$ cat src/rtl/regf_arb_ctrl.sv
// regf_arb_ctrl: clears a 4x8 register file after reset, then shares it
// between two requesters with one granted read or write per cycle.
// Grants are round-robin. Read responses are registered; writes complete
// at the grant edge.
module regf_arb_ctrl (
  input  logic       clk,
  input  logic       rst_b,
  input  logic       req0,
  input  logic       req1,
  input  logic       we0,
  input  logic       we1,
  input  logic [1:0] addr0,
  input  logic [1:0] addr1,
  input  logic [7:0] wdata0,
  input  logic [7:0] wdata1,
  output logic       gnt0,
  output logic       gnt1,
  output logic       rvalid0,
  output logic       rvalid1,
  output logic [7:0] rdata0,
  output logic [7:0] rdata1,
  output logic       init_done,
  output logic       rf_wr_e,
  output logic [1:0] rf_wr_addr,
  output logic [7:0] rf_wr_data,
  output logic [1:0] rf_rd_addr,
  input  logic [7:0] rf_rd_data
);

  typedef enum logic [0:0] {
    ST_INIT = 1'b0,
    ST_ARB  = 1'b1
  } state_t;

  state_t     state_r;
  state_t     state_next_s;
  logic [1:0] cnt_r;
  logic       prio_r;
  logic       init_done_r;
  logic       rvalid0_r;
  logic       rvalid1_r;
  logic [7:0] rdata0_r;
  logic [7:0] rdata1_r;

  logic       gnt0_s;
  logic       gnt1_s;
  logic       rf_wr_e_s;
  logic [1:0] rf_wr_addr_s;
  logic [7:0] rf_wr_data_s;
  logic [1:0] rf_rd_addr_s;
  logic       rd_xfer0_s;
  logic       rd_xfer1_s;

  // Grant selection, register-file drive and next-state decision.
  always_comb begin
    state_next_s = state_r;
    gnt0_s       = 1'b0;
    gnt1_s       = 1'b0;
    rf_wr_e_s    = 1'b0;
    rf_wr_addr_s = addr0;
    rf_wr_data_s = wdata0;
    rf_rd_addr_s = addr0;
    case (state_r)
      ST_INIT: begin
        // Clear one register per cycle; nothing is granted yet.
        rf_wr_e_s    = 1'b1;
        rf_wr_addr_s = cnt_r;
        rf_wr_data_s = 8'h00;
        rf_rd_addr_s = 2'd0;
        if (cnt_r == 2'd3) begin
          state_next_s = ST_ARB;
        end else begin
          state_next_s = ST_INIT;
        end
      end
      ST_ARB: begin
        // Requester 0 wins when alone or when it holds priority.
        if (req0 && (!req1 || !prio_r)) begin
          gnt0_s    = 1'b1;
          rf_wr_e_s = we0;
        end else if (req1) begin
          gnt1_s       = 1'b1;
          rf_wr_e_s    = we1;
          rf_wr_addr_s = addr1;
          rf_wr_data_s = wdata1;
          rf_rd_addr_s = addr1;
        end else begin
          rf_wr_e_s = 1'b0;
        end
      end
      default: begin
        state_next_s = ST_INIT;
      end
    endcase
  end

  // A read transfer is a grant to a requester that is not writing.
  always_comb begin
    rd_xfer0_s = gnt0_s & ~we0;
    rd_xfer1_s = gnt1_s & ~we1;
  end

  // Control state: phase, clear counter, completion flag and priority.
  always_ff @(posedge clk or negedge rst_b) begin
    if (!rst_b) begin
      state_r     <= ST_INIT;
      cnt_r       <= 2'd0;
      prio_r      <= 1'b0;
      init_done_r <= 1'b0;
    end else begin
      state_r <= state_next_s;
      case (state_r)
        ST_INIT: begin
          cnt_r <= cnt_r + 2'd1;
          if (cnt_r == 2'd3) begin
            init_done_r <= 1'b1;
          end else begin
            init_done_r <= 1'b0;
          end
        end
        ST_ARB: begin
          // Priority passes to whichever requester lost (or was absent).
          if (gnt0_s) begin
            prio_r <= 1'b1;
          end else if (gnt1_s) begin
            prio_r <= 1'b0;
          end else begin
            prio_r <= prio_r;
          end
        end
        default: begin
          cnt_r       <= 2'd0;
          prio_r      <= 1'b0;
          init_done_r <= 1'b0;
        end
      endcase
    end
  end

  // Read responses: one-cycle valid pulse, data held until the next read.
  always_ff @(posedge clk or negedge rst_b) begin
    if (!rst_b) begin
      rvalid0_r <= 1'b0;
      rvalid1_r <= 1'b0;
      rdata0_r  <= 8'h00;
      rdata1_r  <= 8'h00;
    end else begin
      rvalid0_r <= rd_xfer0_s;
      rvalid1_r <= rd_xfer1_s;
      if (rd_xfer0_s) begin
        rdata0_r <= rf_rd_data;
      end
      if (rd_xfer1_s) begin
        rdata1_r <= rf_rd_data;
      end
    end
  end

  assign gnt0       = gnt0_s;
  assign gnt1       = gnt1_s;
  assign rvalid0    = rvalid0_r;
  assign rvalid1    = rvalid1_r;
  assign rdata0     = rdata0_r;
  assign rdata1     = rdata1_r;
  assign init_done  = init_done_r;
  assign rf_wr_e    = rf_wr_e_s;
  assign rf_wr_addr = rf_wr_addr_s;
  assign rf_wr_data = rf_wr_data_s;
  assign rf_rd_addr = rf_rd_addr_s;

endmodule

$ cat config.mk
export PLATFORM = sky130hd
export DESIGN_NAME = regf_arb_ctrl
export DESIGN_NICKNAME = d
export VERILOG_FILES = /design/src/rtl/regf_arb_ctrl.sv
export SDC_FILE = /design/constraint.sdc
export NUM_CORES = 1
export LEC_CHECK = 0
export CELL_PAD_IN_SITES_DETAIL_PLACEMENT = 1
export CELL_PAD_IN_SITES_GLOBAL_PLACEMENT = 2
export CORE_ASPECT_RATIO = 0.8
export CORE_MARGIN = 2
export CORE_UTILIZATION = 21
export CTS_BUF_LIST = sky130_fd_sc_hd__clkbuf_16
export DETAILED_ROUTE_END_ITERATION = 8
export PLACE_DENSITY_LB_ADDON = 0.12
export RECOVER_POWER = 25
export SLEW_MARGIN = 10
export SYNTH_ARGS = -nofsm -noshare
export SYNTH_HDL_FRONTEND = slang
export SYNTH_SLANG_ARGS = --single-unit
$ cat constraint.sdc
create_clock -name clk -period 2.15 [get_ports clk]
set_input_delay 0.3225 -clock clk [delete_from_list [all_inputs] [get_ports clk]]
set_output_delay 0.3225 -clock clk [all_outputs]
set_load 0.1 [all_outputs]
==> reports/metrics.yaml, run 1 <==
yosys:
  ys_top_cells_by_area: "dfrtp_1 (51%), mux2_4 (11%), mux2_1 (7.9%), nand3_1 (4.9%), a21oi_1 (4.4%)"
  synth_seq_cells: 23
  seq_area_frac_synth_pct: 50.7
  yosysTopAreaCell: "dfrtp_1"
  yosys.cell_types.count: 27
  synth_top_area_share_pct: 50.7
  syn_area_mm2: 0.00113
  yosys_warnings: 0
  synth_nets: 138
  syn_avg_cell_area_um2: 11.0
  synthCells: 103
hold_path:
  whs_path_depth: 1
  min_to: "rdata0[2]"
  hp-start: "rdata0[2]"
  hold_path_class: "reg2reg"
timing:
  fin_skew_ns: 0.00501
  worst_pin_slew_ns: 1.23
  relSlewSlack_pct: 18.2
  drv_slew: 0
  fmax_ghz: 0.494
  tns_ns: 0
  setup_violations: 0
  rsz0062_at_grt: "false"
  post-route-period-util_pct: 94.2
  period_minus_slack_ns: 2.03
  setup_ws_ns: 0.124
  final_hold_viol_count: 0
setup_path:
  endpoint_kind: "primary output"
  crit_type: "in2out"
  critPathMaxFanout: 9
  ff2ff_path_depth: 4
  r2r-end: "rdata1[2]"
  worst-path-buf-inv: 4
  arrival_ns: 1.70
  cpPeakStageDelay_ns: 0.41
  crit_family: "buffers and inverters"
  cp.required_ns: 1.83
  slowest_stage: "clkdlybuf4s50_1"
  r2r_setup_slack_ns: 0.60
  crit_top_cell: "buf_4"
  r2r-start: "prio_r"
  path_cells: "clkdlybuf4s50_1, buf_4, nand2b_1, buf_4, nand3_1, a21oi_2, buf_12"
  start_kind: "input pin"
layout:
  drive_gt1_share_pct: 39.8
  syn2layout_area_growth_pct: 90.2
  fin_nets: 212
  mostFrequentLayoutCell: "clkdlybuf4s50_1"
  layout_common_cells: "clkdlybuf4s50_1 (32), buf_4 (27), dfrtp_1 (23)"
  num_antenna_cells: 0
  fin_area_mm2: 0.00216
  fin_util_pct: 42.1
cts:
  cts_tree: "yes"
  cts-root-buf: "clkbuf_16"
  clk_latency_ns: 0.26
  clock_path_buffers: 2
  h-tree-depth: 1
  cts_buffers: 3
  clk_pin_slew_worst_paths_ns: 0.06
  cts.sinks: 23
  hold_buffers: 0
placement:
  dp_slack_ns: 0.106
  dp_hpwl_mm: 2.92
  io_buffers: 67
  gp_congestion: 0.745
  dpl_cell_area_mm2: 0.00207
floorplanning:
  num_rows: 23
  pin_count: 68
  die_h_um: 69.8
  die-area_mm2: 0.00601
  start_util_pct: 22.2
  coreArea_mm2: 0.00512
  die-width_um: 86.2
routing:
  post_drt_wl_per_cell_um: 16.2
  vias_per_cell: 4.56
  ant_nets: 0
  routed_wl_mm: 3.86
  drc: 0
  drtIter0Drc: 17
  first_pass_iters: 4
  vias: 1086
power:
  power_density_mw_per_mm2: 992
  p_leak_nw: 0.959
  ir_worst_vdd_v: 0.000318
  power_mw: 2.14
global_routing:
  grt_pass1_wl_mm: 6.23
  antenna_found_initial: 0
  grt_max_degree: 24
  grt_usage_pct: 13.2
  grt-ovfl-total: 0
  first_global_vias: 1230
flow_run:
  cap_violations: 0
run_status:
  status: "completed"
-- how the worst max path moves through the flow --
stage | from | endpoint | slack, ns | depth (start not counted)
floorplan | prio_r | rf_wr_addr[0] | -0.42 | 4
global placement | req0 | rf_wr_addr[0] | 0.13 | 6
detailed placement | req1 | rdata1[1] | 0.11 | 5
CTS | req0 | rf_wr_addr[0] | 0.11 | 6
global route | req0 | rf_wr_addr[0] | 0.007 | 6
finish | req0 | rf_wr_data[0] | 0.12 | 7
-- synth_stat cells --
master and number:
a21oi_1 10, a31oi_1 1, buf_2 1, buf_6 1
clkbuf_1 6, dfrtp_1 23, ha_1 1, inv_1 3
inv_2 1, mux2_1 8, mux2_2 2, mux2_4 8
nand2_1 5, nand2b_1 1, nand3_1 11, nand4_1 2
nor2_1 1, nor2b_1 1, nor3_1 1, nor3b_1 1
o211ai_1 1, o21ai_0 8, o21ai_1 2, o221ai_1 1
or2_1 1, or4_1 1, xnor2_1 1
-- metal layers --
metal  vias up  GRT usage [%]  share of wire, %
li1        509              -                 -
met1       538           15.8                43
met2        33           22.9                50
met3         6           4.64               6.0
met4         0           2.60               1.1
met5         -              0                 0
-- flip-flops by register name, summed over array words and instances (netlist names) --
name	flops
cnt_r	2
rdata1	8
init_done	1
state_r	1
rvalid0	1
rdata0	8
prio_r	1
rvalid1	1
-- kinds of logic (layout without fill, tap and decap cells) --
kind of cell / count (synthesis) / in the layout / synth area share (%)
AO/OA/AOI/OAI: 23 / 23 / 10.8
multiplexers: 18 / 18 / 20.5
buffers and inverters: 12 / 85 / 4.74
AND/OR/NAND/NOR: 25 / 25 / 11.4
adder cells (fa/ha/maj): 1 / 1 / 1.10
XOR/XNOR: 1 / 1 / 0.772
flip-flops: 23 / 23 / 50.7
-- power by group --
group	leakage [nW]	total, mW	switching [mW]	internal [mW]
logic	0.647	1.19	0.850	0.344
registers	0.271	0.541	0.0411	0.500
clock network	0.0409	0.407	0.157	0.250
total	0.959	2.14	1.05	1.09
-- timing repair --
| item | in CTS | in global routing |
|---|---|---|
| resized for setup | 0 | 3 |
| setup endpoints to repair | 0 | 1 |
| setup buffers | 0 | 0 |
-- layout make-up --
class	instances	area (um^2)
fillers	549	2960
repair buffers	77	853
flip-flops and latches	23	576
multi-input cells	68	557
well taps	62	77.6
clock buffers	3	75.1
inverters	4	15.0
clock inverters	1	5.00
-- through the flow --
stage               hold slack [ns]  std cells
finish                        0.484        238
global route                  0.528        238
CTS                           0.432        238
detailed placement            0.480        234
global placement              0.469        234
floorplan                    0.0269        103
Note: power is estimated with default switching activity, not from simulation.
==> run 2: changes to the inputs <==
- CORE_ASPECT_RATIO: 0.8 -> 0.5
==> run 2 against run 1 <==
Compared with the run above: register-to-register slack worse by 0.14 ns; wire length down 14%; non-clock buffer count unchanged; die area up 0.53%; global-route usage down 2.1 points; flip-flop and latch count unchanged; total power down 1.1%; critical endpoint is now rf_wr_data[1].
==> reports/metrics.yaml, run 2 (same netlist as run 1, synthesis figures left out) <==
global_routing:
  grt-ovfl-total: 0  # unchanged
  first_global_vias: 1070  # -13%
  grt_usage_pct: 11.1  # -2.1 points
  antenna_found_initial: 0  # unchanged
  grt_max_degree: 24  # unchanged
  grt_pass1_wl_mm: 5.28  # -15%
cts:
  h-tree-depth: 1  # unchanged
  cts.sinks: 23  # unchanged
  cts-root-buf: "clkbuf_16"
  hold_buffers: 0  # unchanged
  clk_pin_slew_worst_paths_ns: 0.06  # about the same
  clock_path_buffers: 2  # unchanged
  clk_latency_ns: 0.25  # about the same
  cts_tree: "yes"
  cts_buffers: 3  # unchanged
layout:
  num_antenna_cells: 0  # unchanged
  syn2layout_area_growth_pct: 91.4
  fin_cells: 246  # +3.4%
  fill_cells: 568  # +3.5%
  fin_nets: 212  # unchanged
  mostFrequentLayoutCell: "clkdlybuf4s50_1"
  layout_common_cells: "clkdlybuf4s50_1 (31), buf_4 (28), dfrtp_1 (23)"
  drive_gt1_share_pct: 40.3  # +0.57 points
floorplanning:
  coreArea_mm2: 0.00507  # -1.1%
  die_h_um: 56.0  # -20%
  die-width_um: 108  # +25%
  start_util_pct: 22.4  # +0.24 points
  pin_count: 68  # unchanged
  die-area_mm2: 0.00604  # +0.53%
  num_rows: 18  # -22%
routing:
  vias_per_cell: 4.37  # -4.2%
  drtIter0Drc: 45  # +28
  routed_wl_mm: 3.32  # -14%
  post_drt_wl_per_cell_um: 13.5  # -17%
  vias: 1075  # -1.0%
  drc: 0  # unchanged
  first_pass_iters: 4  # unchanged
  ant_nets: 0  # unchanged
power:
  p_leak_nw: 0.971  # +1.2%
  ir_worst_vdd_v: 0.000421  # +32%
  power_density_mw_per_mm2: 975  # -1.7%
placement:
  dp_slack_ns: -0.0191  # -0.125 ns
  dp.cells: 242  # +3.4%
  gp_congestion: 0.688  # -7.7%
  io_buffers: 67  # unchanged
  dp_hpwl_mm: 2.62  # -10%
setup_path:
  start_kind: "flip-flop"
  arrival_ns: 1.65  # -0.05 ns
  endpoint_kind: "primary output"
  crit_type: "reg2out"
  critPathMaxFanout: 8  # -1
  cp.required_ns: 1.83  # about the same
timing:
  setup_ws_ns: 0.176  # +0.0519 ns
  rsz0062_at_grt: "false"
  period_minus_slack_ns: 1.97  # -0.0519 ns
  post-route-period-util_pct: 91.8  # -2.4 points
  worst_pin_slew_ns: 1.19  # -0.0355 ns
  final_hold_viol_count: 0  # unchanged
  drv_slew: 0  # unchanged
  fmax_ghz: 0.506  # +2.6%
  setup_violations: 0  # unchanged
  relSlewSlack_pct: 20.6  # +2.4 points
  fin_skew_ns: 0.000673  # -0.00434 ns
run_status:
  status: "completed"
flow_run:
  cap_violations: 0  # unchanged
hold_path:
  hold_path_class: "in2reg"
-- run 2: cell types whose count changed in the layout (fill, tap and decap cells not counted), sizes merged --
cell / delta
buf: +1
clkbuf: -1
clkdlybuf4s50: -1
dlymetal6s2s: +1
-- run 2: path summary, 6_finish.rpt --
| kind | start | to | slack [ns] | cells after the start |
|---|---|---|---|---|
| max | prio_r | rf_wr_data[1] | 0.18 | 5 |
| min | req0 | prio_r | 0.47 | 3 |
| max reg2reg | state_r | rdata1[4] | 0.46 | 4 |
| min reg2reg | rdata0[3] | rdata0[3] | 0.49 | 1 |
| max in group asynchronous | rst_b | rdata0[2] | 0.61 | 2 |
| min in group asynchronous | rst_b | init_done | 0.83 | 2 |
-- run 2: cell type report --
cell class | instances | area (um^2) | share of cell area (%)
repair buffers | 77 | 847 | 39.0
flip-flops and latches | 23 | 576 | 26.5
clock buffers | 3 | 75.1 | 3.46
well taps | 70 | 87.6 | 4.03
clock inverters | 1 | 5.00 | 0.230
multi-input cells | 68 | 567 | 26.1
inverters | 4 | 15.0 | 0.691
-- run 2: metal layers --
layer / global-route usage (%) / vias to the layer above / wire length, um / part of all wire (%)
met5: 0 / - / 0 / 0
met4: 2.75 / 0 / 27 / 0.81
met3: 6.21 / 2 / 408 / 12
met2: 16.0 / 42 / 1440 / 43
met1: 14.3 / 519 / 1440 / 43
li1: - / 512 / - / -
-- run 2: per-stage QoR --
stage | hold slack, ns | utilization, % | cell area, um^2 | power [mW] | setup TNS, ns
2_1_floorplan | 0.0269 | - | 1190 | 1.38 | -1.30
6_report | 0.470 | 42.9 | 2170 | 2.12 | 0
5_1_grt | 0.485 | 42.9 | 2170 | 2.19 | 0
4_1_cts | 0.435 | 42.8 | 2170 | 2.14 | 0
3_3_place_gp | 0.480 | 41.2 | 2090 | 1.74 | 0
3_5_place_dp | 0.486 | 41.2 | 2090 | 1.74 | -0.0376
-- run 2: critical path, cell delays in order, from the launching register on --
cell and delay [ns]:
dfrtp_1 0.47, nand2b_1 0.24, buf_4 0.19, nand3_1 0.10
a21oi_2 0.20, buf_12 0.20
-- run 2: power by group --
group          switching, mW  leakage [nW]  internal (mW)  total (mW)
registers             0.0398         0.271          0.500       0.540
clock network          0.143        0.0409          0.250       0.392
logic                  0.843         0.659          0.343        1.19
-- run 2: repair_timing --
action                     in CTS  in global routing
buffers inserted                0                  0
pin swaps                       0                  2
cloned                          0                  0
resized for setup               1                  2
setup endpoints to repair       9                  8
==> run 3: changes to the inputs <==
--- a/config.mk
+++ b/config.mk
@@ -14,2 +14,3 @@
 export DETAILED_ROUTE_END_ITERATION = 8
+export GPL_ROUTABILITY_DRIVEN = 0
 export PLACE_DENSITY_LB_ADDON = 0.12
--- a/constraint.sdc
+++ b/constraint.sdc
@@ -3,2 +3,2 @@
 set_output_delay 0.3225 -clock clk [all_outputs]
-set_load 0.1 [all_outputs]
+set_load 0.02 [all_outputs]
==> run 3 against run 2 <==
Compared with the run above: die area is the same; clock power shrank 1%; hold slack gained 0.016 ns; sequential power shrank 0.9%; setup slack lost 0.076 ns; critical path depth grew 1; design area shrank 8.5%; register-to-register slack lost 0.19 ns; critical endpoint is now rf_wr_data[6]; largest cell class unchanged.
==> reports/metrics.yaml, run 3 (same netlist as run 1, synthesis figures left out) <==
setup_path:
  crit_type: "in2out"
  worst-path-buf-inv: 3  # +1
  endpoint_kind: "primary output"
  critPathMaxFanout: 11  # +3
  cpPeakStageDelay_ns: 0.48  # about the same
  crit_start: "req0"
  r2r_setup_slack_ns: 0.27  # -0.19 ns
  start_kind: "input pin"
  arrival_ns: 1.73  # +0.08 ns
  crit_family: "buffers and inverters"
  path_cells: "clkdlybuf4s50_1, nor2b_1, buf_4, o21ai_0, a21oi_1, dlygate4sd2_1"
  r2r-end: "rdata1[2]"
  cp.required_ns: 1.83  # about the same
  ff2ff_path_depth: 4  # unchanged
  r2r-start: "state_r"
  slowest_stage: "clkdlybuf4s50_1"
placement:
  dp_hpwl_mm: 2.41  # -8.0%
  io_buffers: 67  # unchanged
  dp.cells: 240  # -0.83%
floorplanning:
  pin_count: 68  # unchanged
  die-width_um: 108  # unchanged
  coreArea_mm2: 0.00507  # unchanged
  die_h_um: 56.0  # unchanged
  num_rows: 18  # unchanged
  start_util_pct: 22.4  # unchanged
  die-area_mm2: 0.00604  # unchanged
timing:
  rsz0062_at_grt: "false"
  final_hold_viol_count: 0  # unchanged
  post-route-period-util_pct: 95.4  # +3.6 points
  period_minus_slack_ns: 2.05  # +0.0764 ns
  setup_violations: 0  # unchanged
  fmax_ghz: 0.488  # -3.7%
  fin_skew_ns: 0.00147  # +0.000797 ns
  tns_ns: 0  # unchanged
  relSlewSlack_pct: 17.5  # -3.1 points
  worst_pin_slew_ns: 1.24  # +0.0461 ns
  drv_slew: 0  # unchanged
cts:
  hold_buffers: 0  # unchanged
  h-tree-depth: 1  # unchanged
  clk_latency_ns: 0.25  # about the same
  clock_path_buffers: 2  # unchanged
  cts.sinks: 23  # unchanged
  cts_tree: "yes"
  clk_pin_slew_worst_paths_ns: 0.06  # about the same
  cts_buffers: 3  # unchanged
  cts-root-buf: "clkbuf_16"
hold_path:
  hp-start: "rdata0[4]"
  hold_path_class: "reg2reg"
  whs_path_depth: 1  # -2
  min_to: "rdata0[4]"
power:
  power_density_mw_per_mm2: 727  # -25%
  ir_worst_vdd_v: 0.000280  # -34%
  p_leak_nw: 0.868  # -11%
run_status:
  status: "completed"
layout:
  fin_nets: 210  # -0.94%
  syn2layout_area_growth_pct: 75.1
  num_antenna_cells: 0  # unchanged
  fin_cells: 244  # -0.81%
  layout_common_cells: "clkdlybuf4s50_1 (51), dfrtp_1 (23), nand3_1 (11)"
  mostFrequentLayoutCell: "clkdlybuf4s50_1"
  drive_gt1_share_pct: 14.4  # -26 points
global_routing:
  grtUsageMet3_pct: 4.10  # -2.1 points
  grt_max_degree: 24  # unchanged
  use_met2_pct: 19.0  # +3.0 points
  grt_use_met1_pct: 13.3  # -1.0 points
  first_global_vias: 1133  # +5.9%
  antenna_found_initial: 0  # unchanged
  grt_usage_pct: 11.0  # -0.061 points
  grt-ovfl-total: 0  # unchanged
  busiest_layer: "met2"
  grt_pass1_wl_mm: 5.33  # +1.0%
routing:
  drc: 0  # unchanged
  post_drt_wl_per_cell_um: 13.1  # -2.6%
  first_pass_iters: 4  # unchanged
  routed_wl_mm: 3.20  # -3.4%
  drtIter0Drc: 37  # -18%
  vias: 1058  # -1.6%
  ant_nets: 0  # unchanged
  vias_per_cell: 4.34  # -0.77%
flow_run:
  cap_violations: 0  # unchanged
-- run 3: cell count changes in the layout (fill, tap and decap cells not counted), sizes merged --
cell	change
buf	-36
clkdlybuf4s50	+20
clkdlybuf4s15	+4
clkbuf	+2
dlygate4sd2	+9
dlymetal6s2s	-1
-- run 3: area by class of cell --
class	instances	area (um^2)
Fill cell	577	3080
Timing Repair Buffer	75	718
Sequential cell	23	576
Multi-Input combinational cell	68	510
Tap cell	70	87.6
Clock buffer	3	75.1
Inverter	4	15.0
Clock inverter	1	5.00
-- run 3: how the worst max path moves through the flow --
| stage | endpoint | slack [ns] | cells past startpoint |
|---|---|---|---|
| 6_report | rf_wr_data[6] | 0.1 | 6 |
| 5_1_grt | rf_wr_data[3] | 0.002 | 6 |
| 4_1_cts | rf_wr_addr[1] | 0.05 | 6 |
| 3_5_place_dp | rf_wr_addr[1] | -0.22 | 6 |
| 3_3_place_gp | rf_wr_data[7] | -0.19 | 6 |
| 2_1_floorplan | rf_wr_addr[1] | 0.55 | 4 |
-- run 3: metrics by stage --
stage / cell area, um^2 / util, % / hold WS, ns / worst slack (ns) / total power, mW
after floorplan: 1130 / - / 0.0269 / 0.551 / 0.792
after global placement: 1930 / 38.1 / 0.469 / -0.193 / 1.09
after detailed placement: 1930 / 38.1 / 0.476 / -0.223 / 1.09
after CTS: 1990 / 39.3 / 0.436 / 0.0496 / 1.47
after global routing: 1990 / 39.2 / 0.517 / 0.00213 / 1.53
final: 1990 / 39.2 / 0.486 / 0.0992 / 1.44
-- run 3: repair_timing --
item                       4_1_cts  5_1_grt
setup buffers                    0        0
setup endpoints to repair       15        6
resized for setup               15        9
-- run 3: report_power, final --
group	switching, mW	total [mW]	internal (mW)
Combinational	0.240	0.522	0.282
Sequential	0.0353	0.535	0.500
Clock	0.138	0.387	0.249
Total	0.413	1.44	1.03
-- run 3: metal layers --
| metal | wire (um) | up-vias |
|---|---|---|
| li1 | - | 509 |
| met4 | 27 | 0 |
| met3 | 258 | 2 |
| met1 | 1500 | 507 |
| met5 | 0 | - |
| met2 | 1420 | 40 |
==> edit (flow settings as in run 1) <==
Reset style: synchronous (`rst_b`), changed in 2 clocked blocks.
--- a/src/rtl/regf_arb_ctrl.sv
+++ b/src/rtl/regf_arb_ctrl.sv
@@ -102,5 +102,5 @@
 
   // Control state: phase, clear counter, completion flag and priority.
-  always_ff @(posedge clk or negedge rst_b) begin
+  always_ff @(posedge clk) begin
     if (!rst_b) begin
       state_r     <= ST_INIT;
@@ -139,5 +139,5 @@
 
   // Read responses: one-cycle valid pulse, data held until the next read.
-  always_ff @(posedge clk or negedge rst_b) begin
+  always_ff @(posedge clk) begin
     if (!rst_b) begin
       rvalid0_r <= 1'b0;
Check against the original RTL: differs if rst_b is asserted again (counterexample within 4 cycles, from zero or initial values and one cycle with rst_b low); with rst_b held inactive, the same outputs for 10 cycles.
==> edit against run 1 <==
  * Sequential cell count stayed put
  * Via count is 10% higher
  * Synthesized cell count is 31% higher
  * Global-route usage is 0.58 points lower
  * Synthesized area is 4.9% lower
  * Maximum frequency is 1.4% higher
  * Wire length is 0.96% lower
  * Design area is 3.7% lower
  * First-iteration DRC count is 35% higher
  * Setup slack better by 0.029 ns
  * Largest cell class unchanged
Power is not compared: it rests on default switching activity, and its combinational part moved more than twofold at a synthesized area within 25%.
==> edit: results (changes against run 1) <==
\begin{tabular}{lr}
\hline
Metric & Value \\
\hline
\multicolumn{2}{l}{\textbf{Outcome}} \\
Status & completed \\
\multicolumn{2}{l}{\textbf{Worst hold path}} \\
Hold path endpoint & rdata1[2] \\
Worst Hold Depth & 2 (+1) \\
Beginning of the worst hold path & rdata1[2] \\
\multicolumn{2}{l}{\textbf{Global route}} \\
Via count of the first global-routing pass & 1205 (-2.0\%) \\
Total global-route track usage & 12.62\% (-0.58 points) \\
Maximum number of pins on one net before global-route repair & 19 (-21\%) \\
First-pass GRT wire length & 5.823 mm (-6.5\%) \\
\multicolumn{2}{l}{\textbf{Synth}} \\
Sequential cell area fraction in the yosys report & 42.64\% (-8.1 points) \\
Commonest register cell after synthesis & dfxtp\_1 \\
Top cells by area, synth & dfxtp\_1, mux2i\_1, nand2\_1 \\
Syn Nets & 170 (+23\%) \\
Fraction of registers with async set or reset after synthesis & 0\% (-100 points) \\
Top post-synthesis cells by count & nand2\_1, dfxtp\_1, mux2i\_1, nand3\_1, o21ai\_0 \\
\multicolumn{2}{l}{\textbf{Routing}} \\
Vias post-DR & 1200 (+10\%) \\
Number of DRC violations after detailed-routing iteration 0 & 23 (+6) \\
\multicolumn{2}{l}{\textbf{Cells and area}} \\
FILL cells & 569 (+3.6\%) \\
Total number of nets in the final design & 240 (+13\%) \\
Ratio of cells with drive above 1 in the final layout & 25.49\% (-14 points) \\
\multicolumn{2}{l}{\textbf{STA}} \\
Slew of the pin with the lowest slew margin & 1.181 ns (-0.04585 ns) \\
\multicolumn{2}{l}{\textbf{Place}} \\
Post-placement setup slack & 0.05546 ns (-0.05040 ns) \\
HPWL after detailed placement & 3.092 mm (+5.9\%) \\
\multicolumn{2}{l}{\textbf{Setup path}} \\
Max stage delay on crit path & 0.51 ns (+0.10 ns) \\
Reg2Reg Capture Point & rdata1[6] \\
Maximum fanout along the worst path & 12 (+3) \\
\hline
\end{tabular}
[edit: changes by cell type after synthesis, sizes merged, moves of 7 or more]
cell and delta:
dfrtp -23, nor2 +7, mux2i +17, nand2 +25, dfxtp +23, mux2 -18
[edit: worst max path at each step]
stage	slack (ns)	end	startpoint	depth (start not counted)
2_1_floorplan	-0.18	rf_wr_addr[1]	state_r	3
3_3_place_gp	0.09	rf_wr_addr[0]	req0	5
3_5_place_dp	0.06	rf_wr_data[2]	req0	5
4_1_cts	0.05	rf_wr_data[2]	req0	5
5_1_grt	0.08	rf_wr_addr[0]	req0	6
6_report	0.15	rf_wr_addr[1]	req0	6
[edit: kinds of logic after synthesis]
family                     after synthesis  share of synthesized area (%)
muxes                                   17                          15.76
buffers and inverters                   14                          5.330
DFF                                     23                          42.64
adders and majority gates                1                          1.159
and+or+nand+nor                         57                          23.18
xor gates and xnor gates                 1                         0.8113
AOI/OAI and AO/OA                       22                          11.12
[edit: final cells by class]
type                       instances  share of cell area, %
sequential                        23                  22.20
inverter                           3                 0.7822
multi-input combinational         98                  29.84
clock inverter                     1                 0.1805
timing repair buffer              76                  39.65
clock buffer                       3                  3.610
tap                               62                  3.730
[edit: routing by layer]
metal	vias to the layer above	GRT usage [%]	part of all wire [%]
li1	601	-	-
met1	570	16.05	43
met2	29	22.32	52
met3	0	3.619	5.2
met4	0	1.210	0
met5	-	0	0
[edit: worst register-to-register path, stage by stage (launching register included)]
cell and delay (ns):
dfxtp_1 0.41, nor2b_4 0.07, buf_12 0.14, or4_1 0.39
buf_4 0.21, mux2i_1 0.14
[edit: through the flow]
step | cells | power, uW | instance area [um2] | hold slack [ns] | TNS, ns
final | 266 | 1411 | 2079 | 0.4608 | 0
after global placement | 261 | 1019 | 2022 | 0.4464 | 0
after CTS | 265 | 1430 | 2101 | 0.4630 | 0
after floorplan | 135 | 807.0 | 1162 | 0.4835 | -0.5107
after detailed placement | 261 | 1028 | 2022 | 0.4545 | 0
after global routing | 266 | 1469 | 2079 | 0.4883 | 0
[edit: power by group through the flow]
stage               clock network, uW  registers, uW  logic [uW]
global placement                    0            467         552
floorplan                           0            515         292
global route                      426            460         583
CTS                               409            459         562
finish                            394            458         559
detailed placement                  0            468         560
